$ cat config.mk
export PLATFORM = sky130hd
export DESIGN_NAME = manchester_tx_ctrl_flat
export DESIGN_NICKNAME = d
export VERILOG_FILES = /design/src/rtl/manchester_tx_ctrl_if.sv /design/src/rtl/manchester_tx_ctrl.sv /design/src/flat_wrapper.sv
export SDC_FILE = /design/constraint.sdc
export NUM_CORES = 1
export LEC_CHECK = 0
export BUFFER_PORTS_ARGS = -buffer_cell sky130_fd_sc_hd__clkbuf_2
export CELL_PAD_IN_SITES_DETAIL_PLACEMENT = 1
export CELL_PAD_IN_SITES_GLOBAL_PLACEMENT = 2
export CORE_UTILIZATION = 31
export DETAILED_ROUTE_END_ITERATION = 10
export PLACE_DENSITY = 0.82
export SETUP_SLACK_MARGIN = 0.5
export SLEW_MARGIN = 20
export SYNTH_ARGS = -nofsm -noshare
export SYNTH_HDL_FRONTEND = slang
export SYNTH_SLANG_ARGS = --single-unit
$ cat constraint.sdc
create_clock -name clk -period 4.1 [get_ports clk]
set_input_delay 0.615 -clock clk [delete_from_list [all_inputs] [get_ports clk]]
set_output_delay 0.615 -clock clk [all_outputs]
set_load 0.02 [all_outputs]
$ cat src/rtl/manchester_tx_ctrl_if.sv
// ---------------------------------------------------------------------------
// manchester_tx_ctrl_if
// Upstream word handshake for the Manchester frame transmit controller.
//   in_data  : payload word (source -> controller)
//   in_valid : payload available (source -> controller)
//   in_ready : controller can accept a word (controller -> source)
// master = word source, slave = controller.
// ---------------------------------------------------------------------------
interface manchester_tx_ctrl_if #(
  parameter int DATA_W = 23
);
  logic [DATA_W-1:0] in_data;
  logic              in_valid;
  logic              in_ready;

  modport master (output in_data, output in_valid, input in_ready);
  modport slave  (input in_data, input in_valid, output in_ready);
endinterface

$ cat src/rtl/manchester_tx_ctrl.sv
// ---------------------------------------------------------------------------
// manchester_tx_ctrl
// Frame-level Manchester transmitter. Latches one word per frame, keeps its
// Manchester image (1 -> "10", 0 -> "01", MSB first) on coded_data and
// serialises SYNC (111000), DATA (2*DATA_W half-bits) and GAP (GAP_HB idle
// half-bits) onto line_out, each half-bit held DIV clock cycles.
// Ports:
//   clk        : system clock, rising edge
//   reset      : synchronous, active-low reset
//   up         : word handshake (in_data / in_valid / in_ready), slave side
//   abort      : terminate current frame (honoured in SYNC/DATA only)
//   coded_data : Manchester image of the last accepted word
//   line_out   : serial half-bit stream
//   line_en    : high while SYNC or DATA symbols are driven
//   busy       : frame in progress
//   done       : one-cycle pulse, normal frame completion
//   aborted    : one-cycle pulse, aborted frame completion
// All outputs are registered.
// ---------------------------------------------------------------------------
module manchester_tx_ctrl #(
  parameter int DATA_W = 23,
  parameter int DIV    = 1,
  parameter int GAP_HB = 4
) (
  input  logic                clk,
  input  logic                reset,
  manchester_tx_ctrl_if.slave up,
  input  logic                abort,
  output logic [2*DATA_W-1:0] coded_data,
  output logic                line_out,
  output logic                line_en,
  output logic                busy,
  output logic                done,
  output logic                aborted
);
  localparam int SYNC_HB = 6;
  localparam int DATA_HB = 2 * DATA_W;
  localparam int CNT_W   = (DIV > 1) ? $clog2(DIV) : 1;
  localparam int IDX_MAX = (DATA_HB > GAP_HB) ? DATA_HB : GAP_HB;
  localparam int IDX_W   = $clog2(((IDX_MAX > SYNC_HB) ? IDX_MAX : SYNC_HB) + 1);

  typedef enum logic [1:0] {S_IDLE, S_SYNC, S_DATA, S_GAP} state_t;

  state_t              r_state, w_state_next;
  logic [CNT_W-1:0]    r_cnt, w_cnt_next;
  logic [IDX_W-1:0]    r_idx, w_idx_next;
  logic                r_aborting, w_aborting_next;
  logic [DATA_HB-1:0]  r_coded, w_coded_word, w_coded_next;
  logic                r_in_ready, r_line_out, r_line_en, r_busy, r_done, r_aborted;
  logic                w_line_out_next, w_line_en_next, w_done_next, w_aborted_next;
  logic [IDX_W-1:0]    w_data_pos;
  logic                w_accept, w_tick, w_frame_end;

  // Manchester image of the word currently offered upstream
  for (genvar gi = 0; gi < DATA_W; gi++) begin : g_code
    assign w_coded_word[2*gi+1:2*gi] = up.in_data[gi] ? 2'b10 : 2'b01;
  end

  assign w_accept    = (r_state == S_IDLE) && up.in_valid && r_in_ready;
  assign w_tick      = (r_cnt == CNT_W'(DIV - 1));
  assign w_frame_end = (r_state == S_GAP) && w_tick && (r_idx == IDX_W'(GAP_HB - 1));

  // State register
  always_ff @(posedge clk) begin
    if (!reset) begin
      r_state    <= S_IDLE;
      r_cnt      <= '0;
      r_idx      <= '0;
      r_aborting <= 1'b0;
    end else begin
      r_state    <= w_state_next;
      r_cnt      <= w_cnt_next;
      r_idx      <= w_idx_next;
      r_aborting <= w_aborting_next;
    end
  end

  // Next-state logic; abort is checked before the symbol boundary so it wins
  // even on the last DATA half-bit.
  always_comb begin
    w_state_next    = r_state;
    w_cnt_next      = r_cnt;
    w_idx_next      = r_idx;
    w_aborting_next = r_aborting;
    case (r_state)
      S_IDLE: begin
        if (w_accept) begin
          w_state_next    = S_SYNC;
          w_cnt_next      = '0;
          w_idx_next      = '0;
          w_aborting_next = 1'b0;
        end
      end
      S_SYNC, S_DATA: begin
        if (abort) begin
          w_state_next    = S_GAP;
          w_cnt_next      = '0;
          w_idx_next      = '0;
          w_aborting_next = 1'b1;
        end else if (w_tick) begin
          w_cnt_next = '0;
          if (r_state == S_SYNC && r_idx == IDX_W'(SYNC_HB - 1)) begin
            w_state_next = S_DATA;
            w_idx_next   = '0;
          end else if (r_state == S_DATA && r_idx == IDX_W'(DATA_HB - 1)) begin
            w_state_next = S_GAP;
            w_idx_next   = '0;
          end else begin
            w_idx_next = r_idx + IDX_W'(1);
          end
        end else begin
          w_cnt_next = r_cnt + CNT_W'(1);
        end
      end
      S_GAP: begin
        if (w_tick) begin
          w_cnt_next = '0;
          if (w_frame_end) begin
            w_state_next = S_IDLE;
            w_idx_next   = '0;
          end else begin
            w_idx_next = r_idx + IDX_W'(1);
          end
        end else begin
          w_cnt_next = r_cnt + CNT_W'(1);
        end
      end
      default: w_state_next = S_IDLE;
    endcase
  end

  // Output logic: next values derived from the next state so the registered
  // outputs line up with the state they describe.
  assign w_data_pos = IDX_W'(DATA_HB - 1) - w_idx_next;

  always_comb begin
    w_coded_next    = w_accept ? w_coded_word : r_coded;
    w_line_en_next  = (w_state_next == S_SYNC) || (w_state_next == S_DATA);
    w_line_out_next = 1'b0;
    if (w_state_next == S_SYNC) begin
      // SYNC pattern 111000: deliberate Manchester violation
      w_line_out_next = (w_idx_next < IDX_W'(3));
    end else if (w_state_next == S_DATA) begin
      w_line_out_next = w_coded_next[w_data_pos];
    end
    w_done_next    = w_frame_end && !r_aborting;
    w_aborted_next = w_frame_end && r_aborting;
  end

  always_ff @(posedge clk) begin
    if (!reset) begin
      r_coded    <= '0;
      r_in_ready <= 1'b0;
      r_line_out <= 1'b0;
      r_line_en  <= 1'b0;
      r_busy     <= 1'b0;
      r_done     <= 1'b0;
      r_aborted  <= 1'b0;
    end else begin
      r_coded    <= w_coded_next;
      r_in_ready <= (w_state_next == S_IDLE);
      r_line_out <= w_line_out_next;
      r_line_en  <= w_line_en_next;
      r_busy     <= (w_state_next != S_IDLE);
      r_done     <= w_done_next;
      r_aborted  <= w_aborted_next;
    end
  end

  assign up.in_ready = r_in_ready;
  assign coded_data  = r_coded;
  assign line_out    = r_line_out;
  assign line_en     = r_line_en;
  assign busy        = r_busy;
  assign done        = r_done;
  assign aborted     = r_aborted;
endmodule

$ cat src/flat_wrapper.sv
// flat-port wrapper written by rule: the top's interface ports become plain ports
module manchester_tx_ctrl_flat 
#(
  parameter int DATA_W = 23,
  parameter int DIV    = 1,
  parameter int GAP_HB = 4
)
  (clk, reset, abort, coded_data, line_out, line_en, busy, done, aborted, up_in_data, up_in_valid, up_in_ready);
  manchester_tx_ctrl_if #(.DATA_W(DATA_W)) up_i ();
  input  logic clk;
  input  logic reset;
  input  logic abort;
  output logic [2*DATA_W-1:0] coded_data;
  output logic line_out;
  output logic line_en;
  output logic busy;
  output logic done;
  output logic aborted;
  input wire logic [$bits(up_i.in_data)-1:0] up_in_data;
  input wire logic [$bits(up_i.in_valid)-1:0] up_in_valid;
  output wire logic [$bits(up_i.in_ready)-1:0] up_in_ready;
  assign up_i.in_data = up_in_data;
  assign up_i.in_valid = up_in_valid;
  assign up_in_ready = up_i.in_ready;
  manchester_tx_ctrl #(.DATA_W(DATA_W), .DIV(DIV), .GAP_HB(GAP_HB)) u_core (.clk(clk), .reset(reset), .up(up_i), .abort(abort), .coded_data(coded_data), .line_out(line_out), .line_en(line_en), .busy(busy), .done(done), .aborted(aborted));
endmodule
Yosys cells after proc, flatten, opt, wreduce, memory -nomap -nowiden
Cells that the tools add are included.
{"block": "word_totals", "regBits": 62, "out_inout_bits": 52, "in_bits": 27}
{"block": "op_classes", "eq_ne": 10, "n_addsub": 3, "order_cmp": 2, "bitwise": 1, "n_mux": 50, "n_reduce_logical": 16}
{"operator": "$mux W2", "count": 30}
{"operator": "$mux W46", "count": 1}
{"operator": "$mux W6", "count": 7}
{"operator": "$pmux W6 S3", "count": 1}
{"operator": "$logic_and A1 B1 Y1", "count": 8}
{"operator": "$lt A6 B7 Y1 const B", "count": 1}
{"operator": "$mux W1", "count": 7}
{"operator": "$add A6 B1 Y6 const B", "count": 1}
{"operator": "$bmux W1 S6", "count": 1}
{"operator": "$eq A2 B2 Y1 const B", "count": 3}
{"operator": "$eq A6 B2 Y1 const B", "count": 1}
{"operator": "$eq A6 B3 Y1 const B", "count": 1}
{"operator": "$eq A6 B6 Y1 const B", "count": 1}
{"operator": "$lt A6 B2 Y1 const B", "count": 1}
{"operator": "$pmux W2 S3", "count": 1}
{"operator": "$sub A6 B6 Y6 const A", "count": 1}
{"operator": "$eq A2 B1 Y1 const B", "count": 2}
{"operator": "$logic_not A2 Y1", "count": 2}
{"operator": "$reduce_bool A2 Y1", "count": 2}
{"operator": "$pmux W1 S3", "count": 1}
{"operator": "$reduce_and A3 Y1", "count": 1}
{"operator": "$ne A2 B1 Y1 const B", "count": 1}
{"operator": "$ne A2 B2 Y1 const B", "count": 1}
{"operator": "$pmux W1 S2", "count": 1}
{"operator": "other kinds (5)", "count": 5}

Depth between registers and ports, before layout
Gate-level depths: netlist of the first run.
{"block": "logic_depth", "depth_word": 12, "ltp_mapped": 18}

Worst setup path after synthesis of the first run
OpenSTA, ideal clock, no wires.
{"block": "synth_timing", "kind": "register to register", "startpoint": "reg u_core.r_state[0]", "endpoint": "reg u_core.r_line_out (netlist: u_core.line_out)", "t_required_ns": 4.018, "synth_period_minus_slack_ns": 3.410, "setup_slack_ns": 0.690, "t_arrival_ns": 3.328, "stages_incl_launch_ff": 18, "cell_sequence": "dfxtp_1 inv_1 ha_1 buf_4 or3b_1 o22ai_1 o21ai_2 nand2_2 inv_2 ha_1 clkbuf_1 mux4_2 nand3_1 a32o_1 nor2_1 o32ai_1 o211ai_1 o2111ai_1"}
{"block": "synth_between", "elab_chain_cells": 12, "word_cells_on_any_way": 36}
{"element": "from (decl)", "line": "manchester_tx_ctrl.sv:44", "source": "state_t r_state, w_state_next;"}
{"element": "from (signal assigned)", "line": "manchester_tx_ctrl.sv:71", "source": "r_state <= w_state_next;"}
{"element": "$eq A2 B2 Y1", "line": "manchester_tx_ctrl.sv:85, manchester_tx_ctrl.sv:105"}
{"element": "$logic_and A1 B1 Y1", "line": "manchester_tx_ctrl.sv:105", "source": "end else if (r_state == S_DATA && r_idx == IDX_W'(DATA_HB - 1)) begin"}
{"element": "$mux W6", "line": "manchester_tx_ctrl.sv:105"}
{"element": "$mux W6", "line": "manchester_tx_ctrl.sv:102", "source": "if (r_state == S_SYNC && r_idx == IDX_W'(SYNC_HB - 1)) begin"}
{"element": "$mux W6", "line": "manchester_tx_ctrl.sv:100", "source": "end else if (w_tick) begin"}
{"element": "$mux W6", "line": "manchester_tx_ctrl.sv:95", "source": "if (abort) begin"}
{"element": "$pmux W6 S3 *", "line": "manchester_tx_ctrl.sv:85", "source": "case (r_state)"}
{"element": "$sub A6 B6 Y6 *", "line": "manchester_tx_ctrl.sv:134", "source": "assign w_data_pos = IDX_W'(DATA_HB - 1) - w_idx_next;"}
{"element": "named net u_core.w_data_pos[1]", "line": "manchester_tx_ctrl.sv:51", "source": "logic [IDX_W-1:0] w_data_pos;"}
{"element": "$bmux W1 S6 *", "line": "manchester_tx_ctrl.sv:144", "source": "w_line_out_next = w_coded_next[w_data_pos];"}
{"element": "$mux W1 (implied by the code) *", "line": "manchester_tx_ctrl.sv:144"}
{"element": "$mux W1 *", "line": "manchester_tx_ctrl.sv:143", "source": "end else if (w_state_next == S_DATA) begin"}
{"element": "$mux W1 *", "line": "manchester_tx_ctrl.sv:140", "source": "if (w_state_next == S_SYNC) begin"}
{"element": "to (signal assigned)", "line": "manchester_tx_ctrl.sv:162", "source": "r_line_out <= w_line_out_next;"}
{"element": "to (decl)", "line": "manchester_tx_ctrl.sv:49", "source": "logic r_in_ready, r_line_out, r_line_en, r_busy, r_done, r_aborted;"}
Mark *: on every way through the listed nets, which the timed path passes. The rest lies on a longest branch. The select of a mux whose other input is x is not followed.
A chain may end at the register's enable or synchronous reset.

Worst setup path in the final report of the first run
{"block": "layout_timing", "startpoint": "reg u_core.r_idx[1]", "endpoint": "reg u_core.r_line_out (netlist: u_core.line_out)"}
{"block": "layout_between", "elab_chain_cells": 12, "word_cells_on_any_way": 30}
{"element": "from (decl)", "line": "manchester_tx_ctrl.sv:46", "source": "logic [IDX_W-1:0] r_idx, w_idx_next;"}
{"element": "from (signal assigned)", "line": "manchester_tx_ctrl.sv:73", "source": "r_idx <= w_idx_next;"}
{"element": "branches (longest 11 deep; another with $add A6 B1 Y6)"}
{"element": "$mux W1 *", "line": "manchester_tx_ctrl.sv:140"}
Every way passes the cells marked *. The select of a mux whose other input is x is not followed.

==> run summary, run 1 <==
run status -> finished, final reports clean
R2R depth -> 13
maximum VDD drop -> 0.1637 mV
DRT Pass-1 Iters -> 4
top-count cell post-synth -> nor2_1
slew margin rel. -> 56.87%
Psw -> 579.9 uW
Worst Clk Skew -> 0.01036 ns
top-level I/O count -> 79
number of distinct library cells after synthesis -> 64
hpwl dp -> 7947 um
Req. time, crit path -> 4.32 ns
clock share of power -> 33.1%
Int Power -> 1.096 mW
post-route antenna net violation count -> 0
Slew Limit Fails -> 0
vias in the first global route -> 3332
CP Cell Sequence -> ha_1 -> or3b_1 -> o22ai_4 -> o21ai_4 -> a21boi_2 -> ha_4 -> mux4_2 -> a21o_1 -> a32o_1 -> a21oi_1 -> o32ai_1 -> o211ai_1 -> o2111ai_1
fill cell count -> 1281
WL final -> 10820 um
final worst-path cycle share -> 82.62%
sw frac -> 34.61%
Setup Buffers After CTS -> 0
EDFF count, synth -> 0
Netlist Area Pre-Place -> 0.003417 mm2
final hold vios -> 0
HP Class -> in2reg
full die area -> 0.01145 mm2
DR vias -> 3425
Synth top area share -> 35.74%
Placer Congestion -> 0.8443
Synth Flop Type -> dfxtp_1
largest net degree at the start of global routing -> 36
Peak Freq -> 295.2 MHz
CTS tree -> built
Area Overhead vs Synth -> 23.03%
Setup TNS -> 0 ns
Comb power frac -> 26.9%
Die W -> 107.0 um
crit path max-delay cell type -> or3b_1
CTS resizes -> 2
Inserted Diodes -> 0
Ys Warns -> 0
hold path cells -> 2
Avg Synthesized Cell Area -> 7.910 um2
syn nets -> 469
clk_lat worst skew -> 0.35 ns
antenna violations before repair -> 0
die height -> 107.0 um
cts-stage hold buffer count -> 0
Clock transition at path regs -> 0.08 ns
RR Endpoint -> u_core.line_out
Root Buffer -> clkbuf_8
Vias/cell -> 5.285
Final Util -> 40.00%
most instantiated cells after synthesis -> nor2_1 (63), dfxtp_1 (61), nand2_1 (54), a21oi_1 (44), o21ai_0 (20)
Overflow after GRT -> 0
Initial Utilization -> 32.52%
Tmin final -> 3.387 ns
synthesized instance count -> 432
Clock Sinks -> 61
Core ar. -> 0.01051 mm2
startpoint types -> register
Max Cap Violations -> 0
total area of sequential cells -> 0.001222 mm2
Layout Nets -> 544
Multi-input gate area -> 0.002052 mm2
WL/cell -> 16.70 um
flops & latches, synth -> 61
Initial DRC Count -> 102
Slew @ Worst Pin -> 0.6415 ns
Synth area leader -> dfxtp_1
Worst path max stage delay -> 0.45 ns
Leak -> 1.767 nW
layout cell share with drive strength beyond 1 -> 25.59%
H-tree depth -> 3
design area -> 0.004204 mm2
ys async rst share -> 0%
DR DRC count -> 0
row count -> 37
endpoint class of the critical path -> register
Area contributors post-synth -> dfxtp_1 (36%), nor2_1 (6.9%), a21oi_1 (6.4%)
port buffer count -> 78
reg2reg start -> u_core.r_idx[1]
CP Data Arrival Time -> 3.61 ns
Placed Area -> 0.003969 mm2
crit path max fanout -> 13
worst hold slack -> 0.4867 ns
critical path class -> reg2reg
Seq/Total Area, Yosys -> 35.74%
Inserted Clock Buffers -> 9
hold_sp -> up_in_data[17]
RSZ-0062 raised after global routing -> false
r2r setup slk -> 0.71 ns
gr usage total -> 19.52%
power density over cell area -> 398.6 mW/mm2
WHS Endpoint -> u_core.coded_data[34]
sequential power share -> 40.0%
final setup fails -> 0
Clock Tree Buf Depth -> 2
first-pass GRT wire length -> 17260 um
## power by group through the flow
stage | Sequential (mW) | Clock (mW) | Combinational (mW)
after detailed placement | 0.685 | 0 | 0.445
after global placement | 0.683 | 0 | 0.437
after CTS | 0.671 | 0.575 | 0.450
final | 0.671 | 0.555 | 0.450
after floorplan | 0.722 | 0 | 0.258
after global routing | 0.677 | 0.605 | 0.494
## cell families (layout without fill, tap and decap cells)
logic type	after synthesis	count (layout)	share of synthesized area, %
flip-flops	61	61	35.74
AO/OA/AOI/OAI	124	124	24.46
XOR/XNOR	3	3	0.9889
adder cells (fa/ha/maj)	10	10	3.662
buffers and inverters	46	126	5.346
AND/OR/NAND/NOR	164	164	21.53
multiplexers	24	24	8.275
## worst max-delay path by stage
| stage | start | to |
|---|---|---|
| floorplan | u_core.r_state[0] | u_core.line_out |
| global placement | u_core.r_idx[0] | u_core.line_out |
| detailed placement | u_core.r_idx[0] | u_core.line_out |
| CTS | u_core.r_idx[0] | u_core.line_out |
| global route | u_core.r_idx[1] | u_core.line_out |
| finish | u_core.r_idx[1] | u_core.line_out |
## registers in the layout, indices dropped and copies added, names as in the netlist
signal	cells
u_core.line_out	1
u_core.r_aborting	1
u_core.busy	1
u_core.r_idx	6
u_core.done	1
u_core.r_state	2
u_core.aborted	1
u_core.up.in_ready	1
u_core.line_en	1
u_core.coded_data	46
## through the flow
stage / power, mW / instances / setup WS, ns
final: 1.676 / 648 / 0.7127
after global routing: 1.775 / 648 / 0.5194
after CTS: 1.697 / 648 / 0.5114
after detailed placement: 1.130 / 632 / 0.3060
after global placement: 1.120 / 632 / 0.4905
after floorplan: 0.9798 / 432 / 0.6898
## placed cells by master, fill, tap and decap left out, types with 5 or more instances in the layout
cell type,instances
mux2i_1,17
a21oi_1,44
buf_4,13
nand2_1,54
clkbuf_8,10
nand2b_1,7
o21ai_0,20
o211ai_1,7
o21bai_1,5
clkbuf_2,78
nor3_1,6
ha_1,9
nor2_1,63
and2_1,9
inv_1,17
nand3_1,9
dfxtp_1,60
## final cells by class
| type | count | area share (%) |
|---|---|---|
| clock buffers | 10 | 3.274 |
| clock inverters | 6 | 1.488 |
| inverters | 19 | 1.696 |
| multi-input cells | 325 | 48.81 |
| flip-flops and latches | 61 | 29.08 |
| well taps | 136 | 4.048 |
| repair buffers | 91 | 11.61 |
## worst max-delay path: cells and delay by family (launching register included)
| kind | cells | cell delay [ns] |
|---|---|---|
| adders and majority gates | 2 | 0.63 |
| AOI/OAI and AO/OA | 9 | 1.46 |
| and+or+nand+nor | 1 | 0.45 |
| muxes | 1 | 0.30 |
| DFF | 1 | 0.43 |
## layer usage
layer	track usage (%)	wire, um	up-vias
met3	4.255	374	19
met1	25.01	5022	1671
met4	6.164	185	0
li1	-	-	1668
met5	0	0	-
met2	32.53	5238	67
Note: power is estimated with default switching activity, not from simulation.
==> inputs of run 2 (changes only) <==
--- a/config.mk
+++ b/config.mk
@@ -8,9 +8,9 @@
 export BUFFER_PORTS_ARGS = -buffer_cell sky130_fd_sc_hd__clkbuf_2
 export CELL_PAD_IN_SITES_DETAIL_PLACEMENT = 1
 export CELL_PAD_IN_SITES_GLOBAL_PLACEMENT = 2
-export CORE_UTILIZATION = 31
+export CORE_UTILIZATION = 28
 export DETAILED_ROUTE_END_ITERATION = 10
-export PLACE_DENSITY = 0.82
+export PLACE_DENSITY = 0.78
 export SETUP_SLACK_MARGIN = 0.5
 export SLEW_MARGIN = 20
 export SYNTH_ARGS = -nofsm -noshare
==> constraint.sdc (replaced) <==
create_clock -name clk -period 2.9 [get_ports clk]
set_input_delay 0.435 -clock clk [delete_from_list [all_inputs] [get_ports clk]]
set_output_delay 0.435 -clock clk [all_outputs]
set_load 0.02 [all_outputs]
==> run 2 against run 1 <==
Effect of this change: the run now ends with negative setup slack left; die area grew 11%; cell count grew 6.5%; wire length grew 5.8%; hold slack lost 0.18 ns; combinational power grew 56%; first-iteration DRC count grew 22%; critical endpoint unchanged; largest cell class unchanged; via count grew 2.3%; critical path depth grew 1; fmax grew 15%.
==> run summary, run 2 (synthesized netlist as in run 1, its figures left out) <==
antenna violations before repair -> 0
busiest metal layer after global routing -> met2
DR vias -> 3505
Setup TNS -> -0.05289 ns
Root Buffer -> clkbuf_16
Overflow after GRT -> 0
gr usage total -> 18.81%
hold path cells -> 2
startpoint types -> register
full die area -> 0.01265 mm2
Clock transition at path regs -> 0.05 ns
Global Route met1 Usage -> 22.69%
final setup fails -> 1
Slew Limit Fails -> 0
Worst Clk Skew -> 0.003215 ns
critical path class -> reg2reg
CP Data Arrival Time -> 3.17 ns
Die W -> 112.5 um
R2R depth -> 14
Initial DRC Count -> 124
Req. time, crit path -> 3.11 ns
RSZ-0062 raised after global routing -> true
Peak Freq -> 338.7 MHz
slew margin rel. -> 73.30%
H-tree depth -> 3
largest net degree at the start of global routing -> 32
Placer Congestion -> 0.8490
WL final -> 11450 um
endpoint class of the critical path -> register
Inserted Diodes -> 0
HP Class -> in2reg
Initial Utilization -> 29.30%
commonest non-fill, non-tap cell in the layout -> clkbuf_2
first-pass GRT wire length -> 18410 um
Vias/cell -> 5.080
Core ar. -> 0.01166 mm2
grt met3 use -> 2.592%
clk_lat worst skew -> 0.34 ns
worst hold slack -> 0.3084 ns
Max Cap Violations -> 0
row count -> 39
final worst-path cycle share -> 101.8%
Leak -> 2.043 nW
layout cell share with drive strength beyond 1 -> 32.72%
Clock Tree Buf Depth -> 2
overall power -> 2.959 mW
maximum VDD drop -> 0.3551 mV
crit path max fanout -> 4
WL/cell -> 16.60 um
cts-stage hold buffer count -> 0
CTS tree -> built
Clock Sinks -> 61
failing checks -> negative setup slack
final hold vios -> 0
DR DRC count -> 0
Inserted Clock Buffers -> 9
Layout Nets -> 579
Tmin final -> 2.953 ns
top-level I/O count -> 79
post-route setup slack -> -0.05289 ns
Largest register FFs -> 46
power density over cell area -> 628.7 mW/mm2
DRT Pass-1 Iters -> 4
Slew @ Worst Pin -> 0.3964 ns
run status -> complete, but fails checks
post-route antenna net violation count -> 0
commonest cells after routing, fill and taps aside -> clkbuf_2 (78), nor2_1 (62), dfxtp_1 (57)
port buffer count -> 78
die height -> 112.5 um
Area Overhead vs Synth -> 37.72%
GR Util met2 -> 33.46%
hpwl dp -> 8629 um
vias in the first global route -> 3539
==> run 2: power by group <==
part	total (mW)	internal (mW)	switching, mW
registers	0.947	0.899	0.0472
logic	0.704	0.286	0.418
clock network	1.31	0.910	0.398
total	2.96	2.10	0.863
==> run 2: per-layer routing <==
metal / up-vias / part of all wire (%)
met2: 45 / 50
met1: 1709 / 46
met3: 12 / 2.1
li1: 1739 / -
met5: - / 0
met4: 0 / 1.6
==> run 2: worst paths after layout <==
check	startpoint	endpoint	slack [ns]
max	u_core.r_state[1]	u_core.line_out	-0.05
min	up_in_data[19]	u_core.coded_data[38]	0.31
max reg2reg	u_core.r_state[1]	u_core.line_out	-0.05
min reg2reg	u_core.r_aborting	u_core.done	0.46
==> run 2: final cells by class <==
cell class / instances / area, um2
clock buffer: 13 / 270.3
clock inverter: 3 / 90.09
fill: 1420 / 6957
inverter: 19 / 73.82
multi-input combinational: 325 / 2108
sequential: 61 / 1226
tap: 143 / 178.9
timing repair buffer: 126 / 758.2
==> run 2: metrics by stage <==
stage	setup slack, ns	std cells	util [%]	area [um2]
3_5_place_dp	-0.1023	669	36.43	4249
6_report	-0.05289	690	40.35	4706
3_3_place_gp	0.01334	669	36.43	4249
4_1_cts	-0.01990	690	40.27	4697
5_1_grt	-0.1461	690	40.35	4706
2_1_floorplan	-0.07375	432	-	3477
==> run 2: what timing repair did <==
item / in CTS / in global routing
endpoints found under the setup margin: 1 / 1
setup buffers: 5 / 0
pin swaps: 8 / 1
resized for setup: 13 / 2
endpoints found under the hold margin: 0 / 0
==> run 2: worst max-delay path: stages (launching register included) <==
cell       delay, ns
dfxtp_2         0.33
inv_2           0.05
ha_4            0.16
or3b_4          0.39
o22ai_4         0.16
o21ai_4         0.11
a21boi_4        0.16
ha_4            0.30
mux4_2          0.29
a21o_1          0.16
a32o_2          0.26
a21oi_2         0.11
o32ai_2         0.09
o211ai_1        0.12
o2111ai_1       0.13
